[config.mk]
export PLATFORM = sky130hd
export DESIGN_NAME = fp_norm_shift
export DESIGN_NICKNAME = d
export VERILOG_FILES = /design/src/rtl/fp_pkg.sv /design/src/rtl/fp_lshift.sv /design/src/rtl/fp_norm_shift.sv
export SDC_FILE = /design/constraint.sdc
export NUM_CORES = 1
export LEC_CHECK = 0
export CORE_ASPECT_RATIO = 0.6
export CORE_MARGIN = 1
export CORE_UTILIZATION = 50
export CTS_BUF_LIST = sky130_fd_sc_hd__clkbuf_8 sky130_fd_sc_hd__clkbuf_16
export DETAILED_ROUTE_END_ITERATION = 10
export GPL_ROUTABILITY_DRIVEN = 0
export GPL_TIMING_DRIVEN = 1
export PLACE_DENSITY = 0.78
export SYNTH_ARGS = -nofsm -noshare
export SYNTH_HDL_FRONTEND = slang
export SYNTH_SLANG_ARGS = --single-unit
[constraint.sdc]
create_clock -name clk -period 5.85 [get_ports clk]
set_input_delay 0.585 -clock clk [delete_from_list [all_inputs] [get_ports clk]]
set_output_delay 0.585 -clock clk [all_outputs]
set_load 0.005 [all_outputs]
[src/rtl/fp_pkg.sv]
// Shared widths and beat type for the float normalisation datapath.
// Latency: n/a (types and constants only).
// Backpressure: n/a.
package fp_pkg;

    localparam int MW       = 24;   // mantissa width, hidden bit included
    localparam int EW       = 8;    // biased exponent width
    localparam int LZW      = 5;    // leading-zero count width, holds 0..MW
    localparam int EXP_BIAS = 127;

    typedef struct packed {
        logic [MW-1:0] mant;
        logic [EW-1:0] exp;
        logic          zero;
        logic          uf;
    } norm_beat_t;

endpackage

[src/rtl/fp_lshift.sv]
// Barrel left shifter, one mux level per shift-amount bit, zero fill.
// Latency: combinational.
// Backpressure: none (no handshake).
module fp_lshift #(
    parameter int MW  = 24,
    parameter int LZW = 5
) (
    input  logic [MW-1:0]  din,
    input  logic [LZW-1:0] sh,
    output logic [MW-1:0]  dout
);

    logic [MW-1:0] lvl [0:LZW];

    assign lvl[0] = din;

    // Level i shifts by 2**i when bit i of the amount is set; bits past MW fall off.
    for (genvar i = 0; i < LZW; i++) begin : g_lvl
        assign lvl[i+1] = sh[i] ? (lvl[i] << (2**i)) : lvl[i];
    end

    assign dout = lvl[LZW];

endmodule

[src/rtl/fp_norm_shift.sv]
// Normalise mantissa using upstream leading-zero count; clamp to subnormal on exponent underflow.
// Latency: 2 cycles from presenting a beat to out_valid, 1 beat/cycle sustained.
// Backpressure: 2-entry pipeline; in_ready = S1 can advance, combinational on out_ready only.
module fp_norm_shift
    import fp_pkg::*;
(
    input  logic           clk,
    input  logic           rst_n,
    input  logic           in_valid,
    output logic           in_ready,
    input  logic [MW-1:0]  in_mant,
    input  logic [EW-1:0]  in_exp,
    input  logic [LZW-1:0] in_lz,
    output logic           out_valid,
    input  logic           out_ready,
    output logic [MW-1:0]  out_mant,
    output logic [EW-1:0]  out_exp,
    output logic           out_zero,
    output logic           out_uf
);

    logic           s1_v, s2_v;
    logic           s1_adv, s2_adv;
    norm_beat_t     s1_d, s1_q, s2_d, s2_q;
    logic [LZW-1:0] sh_d, s1_sh;
    logic [EW:0]    e_ext, n_ext;
    logic [MW-1:0]  shifted;

    assign s2_adv   = ~s2_v | out_ready;
    assign s1_adv   = ~s1_v | s2_adv;
    assign in_ready = s1_adv;

    // Shift decision: normalise fully if the exponent allows, otherwise stop at exponent 0.
    always_comb begin
        e_ext     = {1'b0, in_exp};
        n_ext     = {{(EW+1-LZW){1'b0}}, in_lz};
        s1_d.mant = in_mant;
        s1_d.exp  = '0;
        s1_d.zero = 1'b0;
        s1_d.uf   = 1'b0;
        sh_d      = '0;
        if (in_lz == LZW'(MW)) begin
            s1_d.zero = 1'b1;
        end else if (e_ext > n_ext) begin
            sh_d     = in_lz;
            s1_d.exp = in_exp - EW'(in_lz);
        end else if (in_exp != '0) begin
            // e <= n < MW here, so e-1 always fits the shift field
            sh_d    = LZW'(in_exp - EW'(1));
            s1_d.uf = 1'b1;
        end else begin
            s1_d.uf = 1'b1;
        end
    end

    fp_lshift #(.MW(MW), .LZW(LZW)) u_lshift (
        .din  (s1_q.mant),
        .sh   (s1_sh),
        .dout (shifted)
    );

    // S2 input: shifted mantissa, decision results carried through.
    always_comb begin
        s2_d      = s1_q;
        s2_d.mant = shifted;
    end

    // S1 register: loads whenever it can advance; valid follows in_valid.
    always_ff @(posedge clk or negedge rst_n) begin
        if (!rst_n) begin
            s1_v  <= 1'b0;
            s1_q  <= '0;
            s1_sh <= '0;
        end else if (s1_adv) begin
            s1_v <= in_valid;
            if (in_valid) begin
                s1_q  <= s1_d;
                s1_sh <= sh_d;
            end
        end
    end

    // S2 register: holds while downstream stalls a valid beat.
    always_ff @(posedge clk or negedge rst_n) begin
        if (!rst_n) begin
            s2_v <= 1'b0;
            s2_q <= '0;
        end else if (s2_adv) begin
            s2_v <= s1_v;
            if (s1_v) begin
                s2_q <= s2_d;
            end
        end
    end

    assign out_valid = s2_v;
    assign out_mant  = s2_q.mant;
    assign out_exp   = s2_q.exp;
    assign out_zero  = s2_q.zero;
    assign out_uf    = s2_q.uf;

endmodule

==> reports/qor_table.md <==
| Step | Parameter | This run |
|---|---|---|
| layout | Share of final-layout standard cells stronger than drive strength 1 | 16.7% |
| drt | Overall routed net length | 11000 microns |
| logic synthesis | Cell count after synthesis | 401 |
| layout | Leading cell type in the layout, fill and taps excluded | sky130_fd_sc_hd__nand2_1 |
| layout | Commonest cells after routing, fill and taps aside | sky130_fd_sc_hd__nand2_1 (76), sky130_fd_sc_hd__clkdlybuf4s50_1 (75), sky130_fd_sc_hd__dfrtp_1 (75) |
| clock tree | Number of buffers inserted during clock tree synthesis | 9 |
| pwr | Reported leakage power | 2.30 nW |
| drt | Routed vias | 3570 |
| floorplanning | Die Span Y | 74.4 microns |
| grt | Grt ovf | 0 |
| status | Outcome | completed |
| floorplanning | Die outline area | 9130 sq um |
| timing | Transition time at the pin with the least slew margin | 1.11 ns |
| grt | Total global routing track utilization | 27.1% |
| grt | Largest net degree at the start of global routing | 76 |
| clock tree | Number of resized instances in the post-cts repair step | 0 |
| layout | Layout overhead on the synthesized area | 26.3% |
| critical path | Data required time at the worst endpoint | 6.06 ns |
| drt | Wire length per cell after detailed routing | 18.9 microns |
| critical path | Crit-path max FO | 9 |
| clock tree | Bufs on Longest Clock Path | 2 |
| job | # Max-Cap Violations | 0 |
| logic synthesis | Share of flip-flops with an asynchronous set or reset after synthesis | 100% |
| timing | Pins over their slew limit | 0 |
| logic synthesis | Avg Cell Area, Syn | 10.9 sq um |
| grt | Vias in the first global route | 3316 |
| place | Input/output buffers | 76 |
| drt | Detailed Routing Iterations Pass 1 | 5 |
| timing | Final Critical Period | 3.00 ns |
| floorplanning | Area of the core | 8160 sq um |
| critical path | Arrival time of the worst setup path | 3.22 ns |
| logic synthesis | Total nets after synthesis | 450 |
| clock tree | Hold-fix buffer count after cts | 0 |
| timing | Final hold violation count | 0 |
| timing | Final clock skew | 0.00560 ns |
| floorplanning | Starting density of the core | 53.5% |
| clock tree | CTS tree | yes |
| drt | Drt initial violations | 405 |
| logic synthesis | Sequential fraction of the synthesis area | 42.9% |
| pwr | Power Density | 357 nW/um^2 |
| timing | Maximum clock frequency | 0.333 GHz |
| grt | Wire length of the first global-routing pass | 18100 microns |
| logic synthesis | Number of distinct library cells after synthesis | 46 |
| layout | Layout fillers | 628 |
| clock tree | Root buffer cell | sky130_fd_sc_hd__clkbuf_16 |
| critical path | Category of the worst setup path capture point | flop |
| clock tree | Number of post-CTS setup repair buffers | 0 |
| timing | Slew margin rel. | 26.2% |
| clock tree | Reg clk slew, reported paths | 0.06 ns |
| timing | Number of setup violations in the final report | 0 |
| floorplanning | Die outline width | 123 microns |
| timing | Fin crit share | 51.4% |
| clock tree | Clock sinks | 75 |
| worst hold path | Hold crit path type | in -> async |
| layout | Non-filler cells, final | 581 |
| layout | Number of nets in the finished design | 518 |
| place | Cells after DPL | 566 |
| logic synthesis | Total number of yosys warnings | 0 |
| floorplanning | Total I/O pin count | 77 |
| critical path | CP startpoint kind | input port |
| pwr | Overall power after layout | 1.97 mW |
| clock tree | Worst skew pair latency | 0.34 ns |
| timing | Final setup TNS | 0 ns |
| floorplanning | Std cell rows | 25 |
| logic synthesis | Yosys reg bits | 75 |
| layout | Number of diodes | 0 |
| logic synthesis | Number of synthesized flops with an enable pin | 0 |
| pwr | Largest voltage drop on the vdd net | 0.000192 V |
| clock tree | Number of H-tree branching levels | 3 |
| drt | Number of design rule violations left after detail routing | 0 |
| drt | Vias per cell | 6.14 |
| drt | Antenna violation net count after detailed routing | 0 |
| critical path | Start-to-end type of the worst setup path | in -> reg |
| grt | Antenna violations before repair | 0 |
| logic synthesis | Most used DFF post-synth | sky130_fd_sc_hd__dfrtp_1 |
| timing | Setup repair after global routing missed its margin | false |
| place | DP HPWL | 7940 microns |
| logic synthesis | Post-Syn Area | 4370 sq um |
## metal layers
layer  GRT usage (%)  share of wire, %  up-vias  routed length (microns)
met3            7.82               9.8       15                     1080
met5               0                 0        -                        0
met4            7.18               1.1        0                      123
met1            41.8                48     1753                     5230
met2            36.9                42      178                     4560
li1                -                 -     1624                        -
## worst max-delay path, cell delays in order
cell	delay, ns
sky130_fd_sc_hd__clkdlybuf4s50_1	0.46
sky130_fd_sc_hd__inv_1	0.13
sky130_fd_sc_hd__ha_1	0.20
sky130_fd_sc_hd__inv_1	0.07
sky130_fd_sc_hd__fa_1	0.45
sky130_fd_sc_hd__a211o_1	0.29
sky130_fd_sc_hd__a21oi_1	0.26
sky130_fd_sc_hd__o21ai_0	0.14
sky130_fd_sc_hd__and2_1	0.29
sky130_fd_sc_hd__a221o_1	0.35
## Yosys cell counts (all sizes together), types with 2 or more instances
| master | number | area, sq um |
|---|---|---|
| o211ai | 7 | 52.6 |
| nor2 | 19 | 71.3 |
| clkbuf | 13 | 48.8 |
| nor4 | 2 | 12.5 |
| inv | 11 | 41.3 |
| nor4b | 2 | 17.5 |
| nor2b | 3 | 18.8 |
| mux4 | 28 | 631 |
| a211oi | 4 | 30.0 |
| nor3 | 7 | 35.0 |
| a31oi | 5 | 31.3 |
| o21ai | 19 | 95.1 |
| o221ai | 5 | 43.8 |
| a221o | 7 | 70.1 |
| ha | 7 | 87.6 |
| nor3b | 2 | 15.0 |
| or2 | 2 | 12.5 |
| a21oi | 17 | 85.1 |
| xor2 | 2 | 17.5 |
| nand3 | 2 | 10.0 |
| and2 | 4 | 25.0 |
| nand3b | 2 | 15.0 |
| mux2i | 15 | 150 |
| nand2 | 76 | 285 |
| dfrtp | 75 | 1880 |
| mux2 | 26 | 293 |
| nand2b | 2 | 12.5 |
| buf | 12 | 65.1 |
| a22o | 5 | 43.8 |
| xnor2 | 4 | 35.0 |
| o21a | 5 | 37.5 |
## through the flow
step	hold slack, ns	utilization, %	worst slack (ns)	area, sq um
floorplan	0.289	-	3.28	4370
global placement	0.448	63.6	2.73	5190
detailed placement	0.460	63.6	2.53	5190
CTS	0.474	67.6	2.87	5520
global route	0.493	67.6	2.68	5520
finish	0.458	67.6	2.85	5520
## path summary, 6_finish.rpt
path | from | endpoint | slack, ns | depth (start not counted)
max reg2reg | s1_sh[2]$_DFFE_PN0P_ | out_mant[21]$_DFFE_PN0P_ | 3.47 | 5
min in group clk | out_exp[1]$_DFFE_PN0P_ | out_exp[1]$_DFFE_PN0P_ | 0.47 | 2
min reg2reg | out_exp[1]$_DFFE_PN0P_ | out_exp[1]$_DFFE_PN0P_ | 0.47 | 2
max in group asynchronous | rst_n | s1_q[33]$_DFFE_PN0P_ | 4.76 | 2
min | rst_n | out_exp[2]$_DFFE_PN0P_ | 0.46 | 2
max | in_exp[0] | s1_sh[3]$_DFFE_PN0P_ | 2.85 | 10
## sequential cells by signal, summed over array words and instances, names as in the netlist
name	cells
out_valid	1
out_uf	1
out_mant	24
s1_sh	5
out_zero	1
out_exp	8
s1_v	1
s1_q	34
## cell families after synthesis
group / after synthesis / share of synthesized area [%]
mux: 69 / 24.6
flops: 75 / 42.9
simple gates: 125 / 12.5
compound gates: 82 / 12.8
xor+xnor: 6 / 1.20
fa+ha+maj: 8 / 2.46
buf+inv: 36 / 3.55
## power breakdown
part	switching (mW)	internal, mW
clock network	0.206	0.394
registers	0.113	0.624
logic	0.276	0.358
## final cells by class
class | count | area (sq um) | area share [%]
clock buffers | 11 | 253 | 4.58
multi-input cells | 290 | 2340 | 42.4
inverters | 11 | 41.3 | 0.748
repair buffers | 82 | 801 | 14.5
flip-flops and latches | 75 | 1880 | 34.0
clock inverters | 4 | 73.8 | 1.34
well taps | 108 | 135 | 2.45
(Power assumes the default switching activity.)
